## config.mk

```make
export PLATFORM = sky130hd
export DESIGN_NAME = i2s_tx_stereo24
export DESIGN_NICKNAME = d
export VERILOG_FILES = /design/src/rtl/i2s_tx_stereo24.sv
export SDC_FILE = /design/constraint.sdc
export NUM_CORES = 1
export LEC_CHECK = 0
export BUFFER_PORTS_ARGS = -buffer_cell sky130_fd_sc_hd__buf_2
export CAP_MARGIN = 30
export CORE_MARGIN = 2
export CORE_UTILIZATION = 56
export DETAILED_ROUTE_END_ITERATION = 16
export PLACE_DENSITY = 0.89
export SLEW_MARGIN = 5
export SYNTH_ARGS = -nofsm -noshare
export SYNTH_HDL_FRONTEND = slang
export SYNTH_SLANG_ARGS = --single-unit
```

## constraint.sdc

```tcl
create_clock -name clk -period 3.4 [get_ports clk]
set_input_delay 0.17 -clock clk [delete_from_list [all_inputs] [get_ports clk]]
set_output_delay 0.17 -clock clk [all_outputs]
set_load 0.01 [all_outputs]
```

## src/rtl/i2s_tx_stereo24.sv

```systemverilog
// i2s_tx_stereo24: stereo 24-bit I2S / left-justified serializer driven by an external bit strobe,
// with sample requests, repeat-on-underrun and a saturating underrun counter.
module i2s_tx_stereo24 #(
    parameter int SAMPLE_BITS = 24,
    parameter int SLOT_BITS   = 32,
    parameter int I2S_DELAY   = 1
) (
    input  logic        clk,
    input  logic        resetn,
    input  logic        strobe,
    input  logic [23:0] sample_left,
    input  logic [23:0] sample_right,
    input  logic        sample_valid,
    input  logic        mute,
    output logic        next_sample,
    output logic        lrclk,
    output logic        data,
    output logic        underrun,
    output logic [7:0]  underrun_count
);
    localparam int FRAME = 2 * SLOT_BITS;
    localparam int CW = $clog2(FRAME);
    localparam logic [CW-1:0] LAST = CW'(FRAME - 1);
    localparam logic [CW-1:0] SLOT = CW'(SLOT_BITS);
    localparam logic [CW-1:0] SB = CW'(SAMPLE_BITS);
    localparam logic [CW-1:0] ONE = CW'(1);
    logic [CW-1:0] cnt, n, m;
    logic [23:0] l_reg, r_reg, l_sh, r_sh;
    logic armed, data_n;
    always_comb begin
        n = (cnt == LAST) ? '0 : cnt + ONE;
        m = (I2S_DELAY != 0) ? ((n == '0) ? LAST : n - ONE) : n;
        l_sh = l_reg << m;
        r_sh = r_reg << (m - SLOT);
        data_n = (m < SB) ? l_sh[23] : ((m >= SLOT) && (m - SLOT < SB)) ? r_sh[23] : 1'b0;
    end
    // armed blocks a strobe that coincides with reset release
    always_ff @(posedge clk or negedge resetn) begin
        if (!resetn) begin
            cnt <= CW'(FRAME - 3);
            l_reg <= '0;
            r_reg <= '0;
            lrclk <= 1'b1;
            data <= 1'b0;
            next_sample <= 1'b0;
            underrun <= 1'b0;
            underrun_count <= '0;
            armed <= 1'b0;
        end else begin
            armed <= 1'b1;
            next_sample <= 1'b0;
            underrun <= 1'b0;
            if (armed && strobe) begin
                cnt <= n;
                lrclk <= (n >= SLOT);
                data <= data_n;
                next_sample <= (n == LAST - ONE);
                if (n == LAST) begin
                    if (mute) begin
                        l_reg <= '0;
                        r_reg <= '0;
                    end else if (sample_valid) begin
                        l_reg <= sample_left;
                        r_reg <= sample_right;
                    end else begin
                        underrun <= 1'b1;
                        if (underrun_count != 8'hFF) underrun_count <= underrun_count + 8'd1;
                    end
                end
            end
        end
    end
endmodule
```

# After elaboration in Yosys (flattened, before gate mapping)
# Cells that the tools add are included.
totals:
  in_bits: 53
  word_cells: 44
  regBits: 67
  output_inout_bits: 12
op_classes:
  eq_ne: 4
  shifts: 2
  reduce_logical: 6
  n_bitwise: 2
  n_mux: 13
  addsub: 4
  magnitude_cmp: 4
op_table:
  columns: ["operator", "count"]
  rows:
  - ["2-to-1 mux 24 bit", 4]
  - ["left shift 24 x 6 -> 24 bit", 2]
  - ["== test 6 bit, second input constant", 3]
  - ["greater-or-equal comparator 6 bit, second input constant", 2]
  - ["less-than comparator 6 x 5 -> 1 bit, second input constant", 2]
  - ["2-to-1 mux 6 bit", 2]
  - ["adder 8 x 1 -> 8 bit, second input constant", 1]
  - ["!= test 8 bit, second input constant", 1]
  - ["2-to-1 mux 1 bit", 7]
  - ["adder 6 x 1 -> 6 bit, second input constant", 1]
  - ["logical NOT 6 bit", 1]
  - ["subtractor 6 x 1 -> 6 bit, second input constant", 1]
  - ["subtractor 6 bit, second input constant", 1]
  - ["AND reduction 5 bit", 1]
  - ["AND reduction 3 bit", 1]
  - ["logical AND 1 bit", 2]
  - ["NOT 1 bit", 2]
  - ["nonzero test 2 bit", 1]

# Longest topological paths before layout
# Gate-level depths: netlist of run 1.
depth:
  ltp_word: 9
  mapped_depth: 11
  depth_no_buf: 9

# Worst setup path before layout of run 1
# No wires, ideal clock.
synth_timing:
  path_type: "register to register"
  startpoint: "register cnt[0]"
  endpoint: "register data"
  path_buffers: 3
  setup_slack_ns: 0.597
  required_time_ns: 3.274
  arrival_ns: 2.678
  period_less_slack_ns: 2.803
  setup_time_ns: 0.126
  path_stages_with_launch: 12
  path_cell_list: "dfstp_2 -> buf_2 -> clkinv_1 -> ha_1 -> clkbuf_1 -> clkbuf_1 -> a21oi_1 -> o31a_1 -> nor4_1 -> mux2i_1 -> a31oi_1 -> a21oi_1"
synth_between:
  elab_chain_len: 9
  elab_cells_between_ends: 15
  classes_between: "3 x add/sub; 3 x order compare; 1 x eq/ne; 2 x shift; 4 x mux; 2 x reduce/logical"
synth_rtl:
  columns: ["element", "line", "source"]
  rows:
  - ["start, declared", "27", "logic [CW-1:0] cnt, n, m;"]
  - ["start signal, assigned", "40", "cnt <= CW'(FRAME - 3);"]
  - ["start signal, assigned", "54", "cnt <= n;"]
  - ["adder 6 x 1 -> 6 bit / == test 6 bit (equally long branches)", "31", "n = (cnt == LAST) ? '0 : cnt + ONE;"]
  - ["2-to-1 mux 6 bit *", "31", null]
  - ["subtractor 6 x 1 -> 6 bit / logical NOT 6 bit (equally long branches)", "32", "m = (I2S_DELAY != 0) ? ((n == '0) ? LAST : n - ONE) : n;"]
  - ["2-to-1 mux 6 bit *", "32", null]
  - ["subtractor 6 bit", "34, 35", null]
  - ["less-than comparator 6 x 5 -> 1 bit", "35", "data_n = (m < SB) ? l_sh[23] : ((m >= SLOT) && (m - SLOT < SB)) ? r_sh[23] : 1'b0;"]
  - ["logical AND 1 bit", "35", null]
  - ["2-to-1 mux 1 bit", "35", null]
  - ["2-to-1 mux 1 bit *", "35", null]
  - ["end signal, assigned", "56", "data <= data_n;"]
  - ["end, declared", "17", "output logic data,"]
# Every way passes the cells marked *; elsewhere a longest branch is shown, timed or not.
# A chain may end at the register's enable or synchronous reset.

# Worst setup path after layout of run 1
layout_timing:
  startpoint: "register cnt[0]"
  endpoint: "register underrun_count[1]"
layout_between:
  elab_chain_len: 4
  elab_cells_between_ends: 5
  classes_between: "1 x add/sub; 2 x eq/ne; 1 x mux; 1 x reduce/logical"
layout_rtl:
  columns: ["element", "line", "source"]
  rows:
  - ["adder 6 x 1 -> 6 bit / == test 6 bit (equally long branches)", "31", null]
  - ["2-to-1 mux 6 bit *", "31", null]
  - ["== test 6 bit *", "58", "if (n == LAST) begin"]
  - ["AND reduction 5 bit (no line) *", null, null]
  - ["end signal, assigned", "67", "if (underrun_count != 8'hFF) underrun_count <= underrun_count + 8'd1;"]
  - ["end, declared", "19", "output logic [7:0] underrun_count"]
# Marks and branches as above.

==> results.json, run 1 <==
{
  "die_outline_width_um": 85.1,
  "hold_path_startpoint": "sample_left[12]",
  "cp-startpoint": "cnt[0]$_DFFE_PN1P_",
  "floorplan.die_area_um2": 7250,
  "grt_pass1_wl_um": 15000,
  "asyncSetResetFlopFracSynth_pct": 100,
  "net-switching-power_uw": 765,
  "synthCells": 406,
  "routed_wirelength_um": 8660,
  "dominantRegCellSynth": "sky130_fd_sc_hd__dfrtp_1",
  "route.antenna.remaining_nets": 0,
  "cts_post_setup_buffers_inserted": 0,
  "groute.usage.overall_pct": 25.9,
  "critical_path.cell_chain": "ha_1, xnor2_1, nor4b_1, nand4_1, a31oi_2, mux2_2",
  "yosysMostFrequentCell": "sky130_fd_sc_hd__nand2_1",
  "tritoncts.num_buffers": 9,
  "timing.critical_path.max_delay_family": "simple AND/OR/NAND/NOR gates",
  "combPwrFrac_pct": 28.4,
  "synthDominantAreaCellType": "sky130_fd_sc_hd__dfrtp_1",
  "starting_density_of_the_core_pct": 58.0,
  "gp_congestion": 0.942,
  "num_antenna_cells": 0,
  "clockPowerShare_pct": 29.3,
  "ctsLongestPathBuffers": 2,
  "cts.root.buffer_cell": "sky130_fd_sc_hd__clkbuf_8",
  "setup_viol": 0,
  "synthesis.nets": 464,
  "antenna_violations_before_repair": 0,
  "violation_count_after_the_first_detailed_route_iteration": 244,
  "yosys-top-cells-count": "sky130_fd_sc_hd__nand2_1, sky130_fd_sc_hd__dfrtp_1, sky130_fd_sc_hd__nand3b_1",
  "post_synth_num_cell_types": 53,
  "viasPerCell": 5.91,
  "fin_tns_setup_ps": 0,
  "clk-insertion-delay-late_ps": 330,
  "cts_num_sinks": 67,
  "swShare_pct": 33.8,
  "cap_viol_max_count": 0,
  "finalNonFillerCells": 541,
  "cts_hold_buffers": 1,
  "critPathKind": "flop to flop",
  "timing.critical_path.slowest_cell_delay_ps": 710,
  "slew_hr_pct": 43.1,
  "drcViolationCount": 0,
  "flow.area_growth_from_synthesis_pct": 13.9,
  "outcome": "complete, no violations",
  "fmaxAchievable_mhz": 321,
  "yosysTopAreaCellShare_pct": 41.4,
  "power.sequential.fraction_pct": 42.3,
  "core_area_um2": 6350,
  "timing_worst_slew_pin_value_ps": 853,
  "crit-reg2reg-launch": "cnt[0]$_DFFE_PN1P_",
  "synthesis.yosys.warnings": 0,
  "post-route-min-period_ps": 3120,
  "cp-start-kind": "flop",
  "seq_area_frac_synth_pct": 45.7,
  "drt-wirelength-per-cell_um": 16.0,
  "ir_drop_worst_case_vdd_mv": 0.332,
  "io_pins": 65,
  "synth.avg_cell_area_um2": 9.08,
  "detailedPlacementHpwl_um": 6050,
  "grt_setup_unrepaired": "no",
  "post_synth_main_area_contributors": "sky130_fd_sc_hd__dfrtp_1, sky130_fd_sc_hd__nand2_1, sky130_fd_sc_hd__nand3b_1",
  "fin_crit_sh_pct": 91.7,
  "tritoncts": "done",
  "port_buffers": 64,
  "cts_htree_levels": 3,
  "synth_area_um2": 3690,
  "synth-seq-cells": 67,
  "hold_path_class": "input port to flop",
  "detailed_routing_iteration_count_for_the_pre_antenna_repair_pass": 7,
  "critical_path.max_fanout": 15,
  "route.vias.total": 3198,
  "maxSlewViolCount": 0,
  "global_route.overflow_total": 0,
  "p_leak_uw": 0.00214,
  "post_cts_resized": 0,
  "critical_path_buf_inv_count": 0,
  "hold_viol": 0,
  "synth_enable_flop_cells": 0,
  "worst-endpoint-arrival_ps": 3330,
  "p_int_uw": 1500,
  "clock_skew_ps": 8.01,
  "placedCellCount": 525,
  "cpMaxStageDelayCell": "sky130_fd_sc_hd__dfstp_2",
  "worstSetupEndpointType": "flop",
  "core.rowCount": 29,
  "grt_pass1_vias": 3153,
  "nets": 518,
  "power.density_cell_area_nw_per_um2": 539,
  "cts.reportedPaths.clkPinSlew_ps": 70,
  "layout-drive-gt1-share_pct": 22.4,
  "chipHeight_um": 85.1,
  "maximum_number_of_pins_on_one_net_before_global_route_repair": 50,
  "required_time_of_the_critical_path_ps": 3610
}
==> final cells by class <==
| type | instances | area (µm²) |
|---|---|---|
| well taps | 77 | 96.3 |
| clock inverters | 2 | 35.0 |
| multi-input cells | 303 | 1810 |
| inverters | 6 | 22.5 |
| fillers | 492 | 2150 |
| repair buffers | 73 | 390 |
| clock buffers | 13 | 159 |
| flip-flops and latches | 67 | 1680 |
==> routing by layer <==
layer	vias up	GRT usage [%]	part of all wire, %
li1	1520	-	-
met1	1547	36.2	44
met2	119	40.2	48
met3	12	5.64	5.8
met4	0	9.09	1.5
met5	-	0	0
==> power groups by stage <==
stage | Clock, µW | Combinational, µW | Sequential (µW)
floorplan | 0 | 514 | 897
global placement | 0 | 617 | 961
detailed placement | 0 | 628 | 966
CTS | 667 | 634 | 953
global route | 706 | 699 | 965
finish | 661 | 643 | 956
==> final timing paths <==
kind,end,slack (ps),depth (start not counted)
min,l_reg[12]$_DFFE_PN0P_,60,3
min in group asynchronous,r_reg[12]$_DFFE_PN0P_,320,2
min reg2reg,l_reg[13]$_DFFE_PN0P_,470,2
max reg2reg,underrun_count[1]$_DFFE_PN0P_,280,6
max,underrun_count[1]$_DFFE_PN0P_,280,6
max in group asynchronous,l_reg[16]$_DFFE_PN0P_,2130,3
==> worst register-to-register path: stages, from the launching register on <==
cell and delay [ps]:
sky130_fd_sc_hd__dfstp_2 710, sky130_fd_sc_hd__ha_1 390, sky130_fd_sc_hd__xnor2_1 170, sky130_fd_sc_hd__nor4b_1 620, sky130_fd_sc_hd__nand4_1 280, sky130_fd_sc_hd__a31oi_2 430
sky130_fd_sc_hd__mux2_2 390
==> kinds of logic (layout without fill, tap and decap cells) <==
logic type | after synthesis | after routing | synth area share, %
AND/OR/NAND/NOR | 222 | 222 | 30.5
flip-flops | 67 | 67 | 45.7
AO/OA/AOI/OAI | 49 | 49 | 9.27
buffers and inverters | 36 | 94 | 5.26
multiplexers | 15 | 15 | 4.85
XOR/XNOR | 11 | 11 | 2.61
adder cells (fa/ha/maj) | 5 | 5 | 1.70
other | 1 | 1 | 0.102
==> cells in the final DEF (no fill, tap or decap), types with 2 or more instances in the layout <==
cell	instances
sky130_fd_sc_hd__a311oi_1	2
sky130_fd_sc_hd__a31oi_1	4
sky130_fd_sc_hd__o21ai_0	6
sky130_fd_sc_hd__o22ai_1	5
sky130_fd_sc_hd__clkbuf_8	11
sky130_fd_sc_hd__nand2b_1	2
sky130_fd_sc_hd__mux2i_1	10
sky130_fd_sc_hd__mux2_2	3
sky130_fd_sc_hd__a32oi_1	2
sky130_fd_sc_hd__buf_4	8
sky130_fd_sc_hd__dfstp_2	6
sky130_fd_sc_hd__mux4_2	2
sky130_fd_sc_hd__a21oi_1	13
sky130_fd_sc_hd__xnor2_1	10
sky130_fd_sc_hd__nand3b_1	52
sky130_fd_sc_hd__nor3_1	4
sky130_fd_sc_hd__nor2_1	12
sky130_fd_sc_hd__buf_2	64
sky130_fd_sc_hd__nand3_1	10
sky130_fd_sc_hd__nand2_1	117
sky130_fd_sc_hd__o31ai_1	2
sky130_fd_sc_hd__inv_1	5
sky130_fd_sc_hd__and3_1	5
sky130_fd_sc_hd__dfrtp_1	61
sky130_fd_sc_hd__ha_1	5
sky130_fd_sc_hd__nand4_1	10
sky130_fd_sc_hd__clkbuf_1	2
sky130_fd_sc_hd__a22oi_1	3
==> metrics by stage <==
step / area [µm²] / setup slack [ps] / hold slack [ps] / util [%] / total power [µW]
6_report: 4200 / 282 / 57.5 / 66.1 / 2260
5_1_grt: 4200 / 113 / 59.5 / 66.1 / 2370
4_1_cts: 4200 / 330 / 50.8 / 66.1 / 2250
3_5_place_dp: 3990 / 348 / 152 / 62.9 / 1590
3_3_place_gp: 3990 / 453 / 146 / 62.9 / 1580
2_1_floorplan: 3690 / 597 / -126 / - / 1410
No activity file was read; power rests on OpenSTA's default activity.
==> run 2: changes to the inputs <==
==> constraint.sdc (replaced) <==
create_clock -name clk -period 3.4 [get_ports clk]
set_input_delay 0.51 -clock clk [delete_from_list [all_inputs] [get_ports clk]]
set_output_delay 0.51 -clock clk [all_outputs]
set_load 0.01 [all_outputs]
==> run 2 against run 1 <==
  * Clock-buffer cell count is 3 lower
  * Critical path depth up 2
  * Global-route usage rose by 0.60 points
  * Largest cell class unchanged
  * Total power rose by 3.3%
  * Utilization up 0.24 points
  * Die area unchanged
  * Non-clock buffer count decreased by 2
  * Hold slack improved by 290 ps
  * Setup slack worse by 110 ps
  * Largest power group unchanged
==> results.json, run 2 (synthesis gave the netlist of run 1 again) <==
{
  "final_cell_mix": "sky130_fd_sc_hd__nand2_1, sky130_fd_sc_hd__buf_2, sky130_fd_sc_hd__dfrtp_1, sky130_fd_sc_hd__nand3b_1, sky130_fd_sc_hd__a21oi_1",
  "power.sequential.fraction_pct": 40.7,
  "crit-reg2reg-launch": "cnt[0]$_DFFE_PN1P_",
  "postPlaceCellArea_um2": 3990,
  "rr_endpoint": "data$_DFFE_PN0P_",
  "grt_pass1_wl_um": 15100,
  "cpMaxStageDelayCell": "sky130_fd_sc_hd__dfstp_2",
  "groute.usage.overall_pct": 26.5,
  "core_area_um2": 6350,
  "cap_viol_max_count": 0,
  "starting_density_of_the_core_pct": 58.0,
  "timing.critical_path.slowest_cell_delay_ps": 690,
  "hold_path_class": "input port to asynchronous set/reset pin",
  "detailed_routing_iteration_count_for_the_pre_antenna_repair_pass": 5,
  "floorplan.die_area_um2": 7250,
  "hold_viol": 0,
  "clk-insertion-delay-late_ps": 350,
  "tritoncts": "done",
  "drcViolationCount": 0,
  "combPwrFrac_pct": 27.2,
  "clockPowerShare_pct": 32.2,
  "outcome": "complete, no violations",
  "slew_hr_pct": 44.0,
  "flow.area_growth_from_synthesis_pct": 14.3,
  "critical_path.cell_chain": "ha_1, and4_4, a21o_1, mux2i_1, o22ai_1, or4b_1, a32oi_1, a21oi_1",
  "fill_cells": 490,
  "critPathKind": "flop to flop",
  "dr_wl_met2_um": 4020,
  "timing_worst_slew_pin_value_ps": 841,
  "cts.root.buffer_cell": "sky130_fd_sc_hd__clkbuf_8",
  "maxSlewViolCount": 0,
  "route.antenna.remaining_nets": 0,
  "chipHeight_um": 85.1,
  "cts_hold_buffers": 0,
  "setup_viol": 0,
  "routed_wirelength_um": 8630,
  "global_route.overflow_total": 0,
  "drt-wirelength-per-cell_um": 16.0,
  "p_int_uw": 1550,
  "ff2ff_path_depth": 8,
  "power.density_cell_area_nw_per_um2": 554,
  "preCtsSetupSlack_ps": 270,
  "worst-endpoint-arrival_ps": 3460,
  "violation_count_after_the_first_detailed_route_iteration": 302,
  "fmaxAchievable_mhz": 310,
  "ir_drop_worst_case_vdd_mv": 0.384,
  "cts_num_sinks": 67,
  "cts.reportedPaths.clkPinSlew_ps": 70,
  "cts_htree_levels": 3,
  "post_cts_resized": 0,
  "ctsLongestPathBuffers": 2,
  "num_antenna_cells": 0,
  "swShare_pct": 33.7,
  "gp_congestion": 0.916,
  "totalPowerFinal_uw": 2340,
  "p_leak_uw": 0.00214,
  "route.vias.total": 3176,
  "routed.top_layer": "met4",
  "io_pins": 65,
  "net-switching-power_uw": 786,
  "grt_pass1_vias": 3198,
  "maximum_number_of_pins_on_one_net_before_global_route_repair": 68,
  "post-route-min-period_ps": 3230,
  "critical_path.max_fanout": 14,
  "final_common_cell": "sky130_fd_sc_hd__nand2_1",
  "fin_crit_sh_pct": 94.9,
  "tritoncts.num_buffers": 9,
  "core.rowCount": 29,
  "required_time_of_the_critical_path_ps": 3640,
  "cp-start-kind": "flop",
  "met1_wirelength_um": 3860,
  "die_outline_width_um": 85.1,
  "final_core_util_pct": 66.3,
  "cell_area_after_layout_um2": 4210,
  "layout_setup_ws_ps": 172,
  "fin_tns_setup_ps": 0,
  "port_buffers": 64,
  "clock_skew_ps": 7.00,
  "layout-drive-gt1-share_pct": 22.9,
  "viasPerCell": 5.88,
  "nets": 516,
  "grt_setup_unrepaired": "no",
  "met3WireLength_um": 520,
  "cts_post_setup_buffers_inserted": 0,
  "worstSetupEndpointType": "flop",
  "antenna_violations_before_repair": 0,
  "worst-r2r-setup-slack_ps": 170,
  "detailedPlacementHpwl_um": 5970
}
-- run 2: cell types whose count changed in the layout (fill, tap and decap cells not counted), sizes merged --
cell	delta
clkinvlp	+2
bufinv	+1
clkinv	+1
buf	-1
dlygate4sd3	-1
clkbuf	-3
-- run 2: per-layer routing --
| metal | vias to the layer above | track usage, % |
|---|---|---|
| met5 | - | 0 |
| met4 | 0 | 11.0 |
| met3 | 25 | 5.84 |
| met2 | 124 | 40.8 |
| met1 | 1514 | 36.6 |
| li1 | 1513 | - |
-- run 2: power by group through the flow --
stage	Clock (µW)	Combinational, µW	Sequential, µW
floorplan	0	514	897
global placement	0	610	959
detailed placement	0	618	962
CTS	758	622	946
global route	794	698	960
finish	751	634	950
-- run 2: layout make-up --
type	instances	area (µm²)	area share [%]
clock inverter	6	88.8	2.11
clock buffer	10	138	3.27
inverter	6	22.5	0.535
tap	77	96.3	2.29
timing repair buffer	71	373	8.85
multi-input combinational	303	1810	43.0
sequential	67	1680	40.0
-- run 2: critical path, delay by kind of cell (launching register included) --
| kind | cells | cell delay [ps] |
|---|---|---|
| compound gates | 4 | 840 |
| fa+ha+maj | 1 | 370 |
| flops | 1 | 690 |
| mux | 1 | 280 |
| simple gates | 2 | 940 |
-- run 2: stage by stage --
| stage | hold slack, ps | instances |
|---|---|---|
| floorplan | 214 | 406 |
| global placement | 447 | 524 |
| detailed placement | 454 | 524 |
| CTS | 366 | 540 |
| global route | 380 | 540 |
| finish | 345 | 540 |
-- run 2: worst max-delay path by stage --
stage                       start          endpoint  slack (ps)  cells past startpoint
6_report       cnt[0]$_DFFE_PN1P_  data$_DFFE_PN0P_         170                      8
5_1_grt        cnt[0]$_DFFE_PN1P_  data$_DFFE_PN0P_          20                      8
4_1_cts        cnt[0]$_DFFE_PN1P_  data$_DFFE_PN0P_         220                      8
3_5_place_dp   cnt[0]$_DFFE_PN1P_  data$_DFFE_PN0P_         270                      8
3_3_place_gp   cnt[0]$_DFFE_PN1P_  data$_DFFE_PN0P_         310                      8
2_1_floorplan  cnt[0]$_DFFE_PN1P_  data$_DFFE_PN0P_         600                     11
